## src/rtl/gpu_frame_reader.sv

```systemverilog
// Display-side frame scanner: fetches words over the CPU GPU read port and
// streams them out as four 8-bit pixels each, LSB byte first.
module gpu_frame_reader #(
    parameter logic [31:0] BASE_ADDR = 32'd0,
    parameter int unsigned NUM_WORDS = 16384,
    parameter int unsigned RD_LAT    = 1
) (
    input  logic        clk,
    input  logic        rst,
    input  logic        start,
    input  logic        src_sel,
    output logic [31:0] gpu_addr,
    input  logic [31:0] ram_data,
    input  logic [31:0] rom_data,
    output logic [7:0]  pix_data,
    output logic        pix_valid,
    input  logic        pix_ready,
    output logic        pix_last,
    output logic        busy,
    output logic        done
);

    localparam int unsigned IW = (NUM_WORDS > 1) ? $clog2(NUM_WORDS) : 1;
    localparam int unsigned WW = $clog2(RD_LAT + 1);
    localparam logic [IW-1:0] LAST_IDX = IW'(NUM_WORDS - 1);
    localparam logic [WW-1:0] WAIT_END = WW'(RD_LAT - 1);

    typedef enum logic [1:0] {
        S_IDLE,
        S_ISSUE,
        S_UNPACK,
        S_DONE
    } state_e;

    state_e        state_q, state_d;
    logic [IW-1:0] idx_q, idx_d;
    logic [1:0]    k_q, k_d;
    logic [WW-1:0] wait_q, wait_d;
    logic [31:0]   word_q, word_d;
    logic [31:0]   addr_q, addr_d;
    logic          src_q, src_d;

    always_ff @(posedge clk or negedge rst) begin
        if (!rst) begin
            state_q <= S_IDLE;
            idx_q   <= '0;
            k_q     <= '0;
            wait_q  <= '0;
            word_q  <= '0;
            addr_q  <= '0;
            src_q   <= 1'b0;
        end else begin
            state_q <= state_d;
            idx_q   <= idx_d;
            k_q     <= k_d;
            wait_q  <= wait_d;
            word_q  <= word_d;
            addr_q  <= addr_d;
            src_q   <= src_d;
        end
    end

    always_comb begin
        state_d = state_q;
        idx_d   = idx_q;
        k_d     = k_q;
        wait_d  = wait_q;
        word_d  = word_q;
        addr_d  = addr_q;
        src_d   = src_q;
        case (state_q)
            S_IDLE: begin
                if (start) begin
                    src_d   = src_sel;
                    idx_d   = '0;
                    addr_d  = BASE_ADDR;
                    wait_d  = '0;
                    state_d = S_ISSUE;
                end
            end
            S_ISSUE: begin
                // Address has been held RD_LAT cycles once wait hits its end.
                if (wait_q == WAIT_END) begin
                    word_d  = src_q ? rom_data : ram_data;
                    k_d     = 2'd0;
                    state_d = S_UNPACK;
                end else begin
                    wait_d = wait_q + 1'b1;
                end
            end
            S_UNPACK: begin
                if (pix_ready) begin
                    if (k_q != 2'd3) begin
                        k_d = k_q + 2'd1;
                    end else if (idx_q == LAST_IDX) begin
                        state_d = S_DONE;
                    end else begin
                        idx_d   = idx_q + 1'b1;
                        addr_d  = BASE_ADDR + 32'(idx_q) + 32'd1;
                        wait_d  = '0;
                        state_d = S_ISSUE;
                    end
                end
            end
            S_DONE: begin
                state_d = S_IDLE;
            end
            default: begin
                state_d = S_IDLE;
            end
        endcase
    end

    assign gpu_addr  = addr_q;
    assign pix_valid = (state_q == S_UNPACK);
    assign pix_data  = word_q[8*k_q +: 8];
    assign pix_last  = pix_valid && (idx_q == LAST_IDX) && (k_q == 2'd3);
    assign busy      = (state_q != S_IDLE);
    assign done      = (state_q == S_DONE);

endmodule
```

## config.mk

```make
export PLATFORM = sky130hd
export DESIGN_NAME = gpu_frame_reader
export DESIGN_NICKNAME = d
export VERILOG_FILES = /design/src/rtl/gpu_frame_reader.sv
export SDC_FILE = /design/constraint.sdc
export NUM_CORES = 1
export LEC_CHECK = 0
export ABC_AREA = 1
export CAP_MARGIN = 30
export CORE_ASPECT_RATIO = 0.5
export CORE_MARGIN = 3
export CORE_UTILIZATION = 35
export DETAILED_ROUTE_END_ITERATION = 7
export PLACE_DENSITY = 0.75
export SLEW_MARGIN = 20
export SYNTH_ARGS = -nofsm -noshare
export SYNTH_HDL_FRONTEND = slang
export SYNTH_SLANG_ARGS = --single-unit
```

## constraint.sdc

```tcl
create_clock -name clk -period 1.3 [get_ports clk]
set_input_delay 0.26 -clock clk [delete_from_list [all_inputs] [get_ports clk]]
set_output_delay 0.26 -clock clk [all_outputs]
set_load 0.01 [all_outputs]
```

==> out/qor.txt, run 1 <==
Mean Syn Cell Area -> 7.48 sq um
filler cell count -> 543
Post-Syn Area -> 2950 sq um
num ports -> 113
worst hold path type -> primary input to async pin
Synth Warn # -> 0
vias in the first global route -> 3074
total congestion overflow -> 0
setup TNS -> -15970 ps
leakage power -> 2.46 nW
Final HPWL DP -> 6550 um
Primary FF master, synth -> dfrtp_1
number of diodes -> 0
Max Cap Violations -> 0
initial core utilization -> 38.2%
final estimated routing congestion in global placement -> 0.841
hold_ws -> 483 ps
via count -> 3440
CP Launch Type -> register
GR Util met2 -> 32.9%
Final Slew Violations -> 0
Final Cycle Share -> 133%
H-tree depth -> 2
TritonCTS Sinks -> 52
PortBufs -> 95
first-pass GRT wire length -> 14900 um
worst-case clock skew -> 8.49 ps
RSZ-0062 raised after global routing -> true
GR peak layer -> met2
failing checks -> setup timing
Clock Pin Slew Worst Setup and Hold Paths -> 70 ps
Core Rows -> 22
post-route ant nets -> 0
Die W -> 136 um
Seq/Total Area, Yosys -> 44.0%
commonest non-fill, non-tap cell in the layout -> clkdlybuf4s50_1
Layout Nets -> 640
WL final -> 11300 um
commonest non-fill, non-tap cells in the layout -> clkdlybuf4s50_1, buf_4, nand2_1
placed insts -> 640
via/cell ratio -> 5.07
WS Path Type -> register to output pin
area of the multi-input gates -> 1980 sq um
# setup viols final -> 63
fin cells -> 678
register area -> 1310 sq um
number of DRC markers in iteration 0 -> 243
final setup margin -> -425 ps
router iterations before antenna repair -> 4
Post-synth EDFFs -> 0
Die Ht -> 71.0 um
Worst setup EP type -> output pin
share of layout cells above drive strength 1 -> 45.4%
Area Overhead vs Synth -> 84.2%
PD cells -> 1900 nW/um^2
fmax -> 580 MHz
#FFs+latches synth -> 52
root buffer cell -> clkbuf_16
GR Util met3 -> 3.62%
total track usage -> 19.3%
Async SR Flop Fraction -> 100%
CTS tree -> done
worst endpoint data arrival time -> 1460 ps
CTS Buffer Depth -> 2
result of the run -> finished with violations
Worst R2R Setup Slack -> -390 ps
antenna violations before repair -> 0
CP required -> 1040 ps
met1 usage -> 25.2%
Max VDD drop -> 1.00 mV
Post-Synthesis Cells -> 395
residual DRC count -> 0
clk_lat worst skew -> 300 ps
largest net degree at the start of global routing -> 33
final hold vios -> 0
Tmin final -> 1720 ps
total CTS buffers -> 5
core area -> 7730 sq um
Netlist cell types -> 27
WL per Instance -> 16.7 um
area of the die -> 9650 sq um
worst-path maximum fanout -> 2
-- cell usage after synthesis (all sizes together) (3+ instances only) --
library cell   n  area, sq um
buf           21          159
xor2           4         35.0
o22ai          8         50.1
inv           18         67.6
dfrtp         52         1300
clkbuf        13         48.8
o21ai         88          463
xnor2          3         26.3
nand3         18          100
nor2          67          267
nand2         92          358
nand4          3         18.8
-- kinds of logic (layout without fill, tap and decap cells) --
logic type | count (synthesis) | after routing | share of synthesized area [%]
AND/OR/NAND/NOR | 183 | 183 | 25.9
flip-flops | 52 | 52 | 44.0
adder cells (fa/ha/maj) | 2 | 2 | 0.847
AO/OA/AOI/OAI | 98 | 98 | 17.7
XOR/XNOR | 7 | 7 | 2.08
other | 1 | 17 | 0.127
buffers and inverters | 52 | 211 | 9.32
-- flip-flops by register name, indices dropped and copies added (netlist names) --
register,count
idx_q,13
gpu_addr,2
k_q,2
state_q,2
word_q,32
src_q,1
-- stage by stage --
stage	setup WS, ps	total power, W	util, %	instance area [sq um]
2_1_floorplan	-111	0.00477	-	3110
3_3_place_gp	-516	0.00674	57.6	4460
3_5_place_dp	-556	0.00681	57.6	4460
4_1_cts	-419	0.00859	62.2	4810
5_1_grt	-514	0.0109	70.3	5440
6_report	-425	0.0103	70.3	5440
-- worst max-delay path: stages, from the launching register on --
cell	delay (ps)
dfrtp_2	390
ha_4	150
nand3_4	80
inv_2	80
nand3_2	70
nand3b_1	190
nor2_2	90
buf_2	130
-- what timing repair did --
action                     in CTS  in global routing
gates resized for setup       170                160
hold buffers                    1                  0
setup endpoints to repair      47                 64
gates cloned                    3                  5
pin swaps                      10                 38
buffers inserted               16                 17
hold endpoints to repair       20                  0
-- area by class of cell --
class	count	share of cell area, %
repair buffers	185	32.7
well taps	108	2.48
flip-flops and latches	52	24.0
clock inverters	1	0.138
multi-input cells	307	36.5
inverters	18	1.61
clock buffers	7	2.62
-- final timing paths --
path,startpoint,to,cells past startpoint
min reg2reg,word_q[25]$_DFFE_PN0N_,word_q[25]$_DFFE_PN0N_,2
min,rst,word_q[30]$_DFFE_PN0N_,3
max in group asynchronous,rst,idx_q[1]$_DFFE_PN0P_,3
min in group clk,word_q[25]$_DFFE_PN0N_,word_q[25]$_DFFE_PN0N_,2
max,idx_q[1]$_DFFE_PN0P_,pix_last,7
max reg2reg,idx_q[1]$_DFFE_PN0P_,idx_q[8]$_DFFE_PN0P_,12
-- report_power, final --
group | total, W | switching, W | leakage, nW | internal, W
clock network | 0.00137 | 0.000603 | 0.0701 | 0.000769
registers | 0.00293 | 0.000698 | 0.656 | 0.00223
logic | 0.00605 | 0.00309 | 1.73 | 0.00295
-- layer usage --
metal / routed length, um / up-vias / share of wire (%)
met5: 0 / - / 0
met4: 184 / 0 / 1.6
met3: 854 / 16 / 7.6
met2: 5760 / 152 / 51
met1: 4510 / 1654 / 40
li1: - / 1618 / -
(Power assumes the default switching activity.)
==> run 2: changes to the inputs <==
--- a/config.mk
+++ b/config.mk
@@ -11,7 +11,8 @@
 export CORE_MARGIN = 3
 export CORE_UTILIZATION = 35
 export DETAILED_ROUTE_END_ITERATION = 7
-export PLACE_DENSITY = 0.75
+export DONT_BUFFER_PORTS = 1
+export PLACE_DENSITY = 0.57
 export SLEW_MARGIN = 20
 export SYNTH_ARGS = -nofsm -noshare
 export SYNTH_HDL_FRONTEND = slang
==> run 2 against run 1 <==
  * The flow finishes with violations (hold timing, setup timing)
  * Worst setup slack better by 67 ps
  * Final area fell by 14%
  * Routed wire length shrank 15%
  * Largest cell class unchanged
  * Largest power group unchanged
==> out/qor.txt, run 2 (synthesized netlist as in run 1, its figures left out) <==
result of the run -> finished with violations
failing checks -> hold timing, setup timing
H-tree depth -> 2
Core Rows -> 22
Max VDD drop -> 0.789 mV
CP delay by family, top -> simple AND/OR/NAND/NOR gates
residual DRC count -> 0
Reg-to-Reg End -> idx_q[0]$_DFFE_PN0P_
filler cell count -> 671
fmax -> 603 MHz
post-route ant nets -> 0
largest net degree at the start of global routing -> 53
core area -> 7730 sq um
Die W -> 136 um
total congestion overflow -> 0
PD cells -> 2120 nW/um^2
CTS tree -> done
via/cell ratio -> 4.98
final setup margin -> -358 ps
pre-CTS WS -> -124 ps
Final Cycle Share -> 128%
via count -> 2902
critical-path cell list -> ha_4 -> nand3_4 -> inv_2 -> nand3_2 -> nand3b_1 -> nor2_2
root buffer cell -> clkbuf_16
hold_ws -> -346 ps
CP Launch Type -> register
final hold vios -> 52
placed insts -> 531
Final Slew Violations -> 0
max incr delay on CP -> 390 ps
Die Ht -> 71.0 um
Regs by FF count -> word_q x32, idx_q x13
final estimated routing congestion in global placement -> 0.835
Max Cap Violations -> 0
setup TNS -> -9720 ps
flip-flop count of the largest register after layout -> 32
worst-case clock skew -> 6.70 ps
worst path bufs/invs -> 1
router iterations before antenna repair -> 4
commonest non-fill, non-tap cells in the layout -> nand2_1, buf_4, dfrtp_1
WL final -> 9580 um
WL per Instance -> 16.4 um
fin cells -> 583
initial core utilization -> 38.2%
TritonCTS Sinks -> 52
Final HPWL DP -> 6000 um
worst endpoint data arrival time -> 1400 ps
r2r startpoint -> idx_q[0]$_DFFE_PN0P_
area of the multi-input gates -> 1970 sq um
num ports -> 113
register area -> 1310 sq um
Worst setup EP type -> output pin
RSZ-0062 raised after global routing -> true
CTS Buffer Depth -> 2
# setup viols final -> 60
CP required -> 1040 ps
WS Path Type -> register to output pin
Placed Area -> 3440 sq um
commonest non-fill, non-tap cell in the layout -> nand2_1
Clock Pin Slew Worst Setup and Hold Paths -> 70 ps
area of the die -> 9650 sq um
Layout Nets -> 546
Crit-path slowest cell -> dfrtp_2
PortBufs -> 0
share of layout cells above drive strength 1 -> 43.6%
worst hold path type -> primary input to async pin
vias in the first global route -> 2883
Worst R2R Setup Slack -> -290 ps
Tmin final -> 1660 ps
antenna violations before repair -> 0
number of DRC markers in iteration 0 -> 82
Worst R2R Path Depth -> 10
total track usage -> 19.3%
Worst path depth -> 6
Area Overhead vs Synth -> 58.8%
clk_lat worst skew -> 300 ps
fin util -> 60.7%
first-pass GRT wire length -> 14600 um
Finished Cell Area -> 4690 sq um
Top reg by flops -> word_q
leakage power -> 2.06 nW
worst-path maximum fanout -> 3
number of diodes -> 0
total CTS buffers -> 5
==> run 2: cell count changes in the layout (fill, tap and decap cells not counted), moves of 9 or more <==
| cell | previous run | this run |
|---|---|---|
| nand2_4 | 18 | 3 |
| o21ai_2 | 42 | 27 |
| buf_2 | 21 | 0 |
| nand2_2 | 21 | 11 |
| clkdlybuf4s50_1 | 67 | 0 |
| nor2_4 | 8 | 17 |
| nand2_1 | 53 | 78 |
==> run 2: worst max path at each step <==
| stage | from | endpoint | slack, ps |
|---|---|---|---|
| final | idx_q[0]$_DFFE_PN0P_ | pix_last | -360 |
| after global placement | idx_q[0]$_DFFE_PN0P_ | pix_last | -100 |
| after global routing | idx_q[0]$_DFFE_PN0P_ | pix_last | -450 |
| after floorplan | idx_q[1]$_DFFE_PN0P_ | idx_q[2]$_DFFE_PN0P_ | -110 |
| after CTS | idx_q[0]$_DFFE_PN0P_ | pix_last | -380 |
| after detailed placement | idx_q[0]$_DFFE_PN0P_ | pix_last | -120 |
==> run 2: per-stage QoR <==
step,total power (W),hold slack (ps)
after floorplan,0.00477,-35.6
after global placement,0.00595,-33.4
after detailed placement,0.00597,-34.3
after CTS,0.00922,-353
after global routing,0.0106,-362
final,0.00996,-346
==> run 2: worst reg2reg max path, cell delays in order (launching register included) <==
cell,delay (ps)
dfrtp_2,390
ha_4,150
nand3_4,80
buf_4,140
buf_6,110
nor2_4,100
nand2_4,80
o21ai_4,200
buf_12,150
nand2_1,50
o21ai_1,70
==> run 2: repair_timing <==
item                                    CTS  global route
pin swaps                                23            36
endpoints found under the setup margin   36            62
gates resized for setup                 135            60
setup buffers                            26            12
endpoints found under the hold margin    52            52
cloned                                    8             2
==> run 2: report_power, final <==
group,total [W],internal (W),leakage [nW],switching (W)
clock,0.00131,0.000701,0.0657,0.000606
sequential,0.00286,0.00223,0.655,0.000631
combinational,0.00579,0.00287,1.33,0.00292
total,0.00996,0.00581,2.06,0.00415
==> run 2: area by class of cell <==
cell class	instances	share of cell area, %
Timing Repair inverter	1	0.160
Clock inverter	2	0.267
Multi-Input combinational cell	307	42.1
Tap cell	108	2.88
Timing Repair Buffer	90	22.2
Sequential cell	52	27.8
Inverter	18	1.95
Clock buffer	5	2.67
==> run 2: layer usage <==
layer	vias up	GRT usage (%)	wire [um]
li1	1437	-	-
met1	1382	25.0	4260
met2	75	32.7	4660
met3	8	5.11	582
met4	0	4.25	87
met5	-	0	0
==> run 3: changes to the inputs <==
--- a/config.mk
+++ b/config.mk
@@ -12,6 +12,7 @@
 export CORE_UTILIZATION = 35
 export DETAILED_ROUTE_END_ITERATION = 7
 export DONT_BUFFER_PORTS = 1
+export MAX_ROUTING_LAYER = met4
 export PLACE_DENSITY = 0.57
 export SLEW_MARGIN = 20
 export SYNTH_ARGS = -nofsm -noshare
==> run 3 against run 2 <==
  * The run still ends with hold timing, setup timing left
  * Sequential cell count is the same
  * Sequential share of layout area rose by 0.32 points
  * Fmax up 0.16%
  * Cell count shrank 0.69%
  * Non-clock buffer count down 4
  * Total power decreased by 1.5%
  * Via count decreased by 1.0%
  * Clock power hardly changed
  * Routed wire length is 1.3% lower
  * Clock-buffer cell count unchanged
  * First-iteration DRC count up 38%
  * Register-to-register slack hardly changed
  * Largest power group unchanged
  * Highest routed layer unchanged
==> out/qor.txt, run 3 (synthesized netlist as in run 1, its figures left out) <==
area of the die -> 9650 sq um
Crit-path slowest cell -> dfrtp_2
Area Overhead vs Synth -> 57.1%
router iterations before antenna repair -> 6
CTS Buffer Depth -> 2
PD cells -> 2110 nW/um^2
commonest non-fill, non-tap cell in the layout -> nand2_1
Layout Nets -> 542
hold_ws -> -345 ps
worst endpoint data arrival time -> 1400 ps
filler cell count -> 678
antenna violations before repair -> 0
WL final -> 9450 um
WS Path Type -> register to output pin
total congestion overflow -> 0
vias in the first global route -> 2884
Max VDD drop -> 0.802 mV
PortBufs -> 0
worst-path maximum fanout -> 3
leakage power -> 2.02 nW
Regs by FF count -> word_q x32, idx_q x13
total CTS buffers -> 5
CP delay by family, top -> simple AND/OR/NAND/NOR gates
Top reg by flops -> word_q
CP required -> 1040 ps
Final HPWL DP -> 6000 um
CP Launch Type -> register
number of diodes -> 0
worst path bufs/invs -> 1
Metal-1 WL -> 4350 um
total track usage -> 19.9%
Clock Pin Slew Worst Setup and Hold Paths -> 70 ps
share of layout cells above drive strength 1 -> 43.1%
metal2 WL -> 4590 um
initial core utilization -> 38.2%
Met3 Wirelength -> 425 um
clk_lat worst skew -> 300 ps
final estimated routing congestion in global placement -> 0.848
TritonCTS Sinks -> 52
core area -> 7730 sq um
Die W -> 136 um
Die Ht -> 71.0 um
post-route ant nets -> 0
commonest non-fill, non-tap cells in the layout -> nand2_1, buf_4, dfrtp_1
max incr delay on CP -> 390 ps
via/cell ratio -> 4.96
number of DRC markers in iteration 0 -> 113
register area -> 1310 sq um
failing checks -> hold timing, setup timing
fin util -> 60.0%
Final Cycle Share -> 127%
result of the run -> finished with violations
largest net degree at the start of global routing -> 53
num ports -> 113
Final Slew Violations -> 0
flip-flop count of the largest register after layout -> 32
Placed Area -> 3440 sq um
first-pass GRT wire length -> 14600 um
Worst setup EP type -> output pin
worst hold path type -> primary input to async pin
# setup viols final -> 57
Tmin final -> 1660 ps
critical-path cell list -> ha_4 -> nand3_4 -> inv_2 -> nand3_2 -> nand3b_1 -> nor2_2
RSZ-0062 raised after global routing -> true
highest routed layer -> met4
CTS tree -> done
final setup margin -> -355 ps
Core Rows -> 22
final hold vios -> 52
WL per Instance -> 16.3 um
setup TNS -> -8840 ps
root buffer cell -> clkbuf_16
worst-case clock skew -> 8.98 ps
residual DRC count -> 0
fmax -> 604 MHz
area of the multi-input gates -> 1970 sq um
via count -> 2872
Max Cap Violations -> 0
H-tree depth -> 2
Finished Cell Area -> 4640 sq um
[run 3: final timing paths]
path                                        start                      to  slack (ps)  cells past startpoint
max                          idx_q[0]$_DFFE_PN0P_                pix_last        -360                      6
min                                           rst    idx_q[1]$_DFFE_PN0P_        -350                      0
max reg2reg                  idx_q[0]$_DFFE_PN0P_    idx_q[0]$_DFFE_PN0P_        -290                     10
min reg2reg                word_q[28]$_DFFE_PN0N_  word_q[28]$_DFFE_PN0N_         510                      2
max in group asynchronous                     rst  state_q[1]$_DFFE_PN0P_        1510                      0
min in group clk                      rom_data[0]   word_q[0]$_DFFE_PN0N_         120                      2
[run 3: timing repair]
| action | in CTS | in global routing |
|---|---|---|
| endpoints found under the hold margin | 52 | 52 |
| setup endpoints to repair | 36 | 62 |
| pin swaps | 23 | 35 |
| resized for setup | 135 | 54 |
| gates cloned | 8 | 2 |
| setup buffers | 26 | 8 |
[run 3: routing by layer]
metal	up-vias	track usage, %
met4	0	4.25
met1	1380	25.2
met2	55	32.8
met3	9	4.69
met5	-	-
li1	1428	-
[run 3: final cells by class]
| type | count | area share (%) |
|---|---|---|
| clock buffer | 5 | 2.70 |
| clock inverter | 2 | 0.270 |
| inverter | 18 | 1.91 |
| multi-input combinational | 307 | 42.4 |
| sequential | 52 | 28.2 |
| tap | 108 | 2.91 |
| timing repair buffer | 86 | 21.5 |
| timing repair inverter | 1 | 0.162 |
[run 3: per-stage QoR]
stage	std cells	setup WS, ps	hold WS (ps)	total power, W
2_1_floorplan	411	-111	-35.6	0.00477
3_3_place_gp	531	-101	-33.4	0.00595
3_5_place_dp	531	-124	-34.3	0.00597
4_1_cts	571	-383	-353	0.00922
5_1_grt	579	-450	-362	0.0104
6_report	579	-355	-345	0.00981
[run 3: where the power goes]
group,switching (W),internal (W)
Combinational,0.00285,0.00276
Clock,0.000614,0.000701
Sequential,0.000655,0.00223
Total,0.00412,0.00569
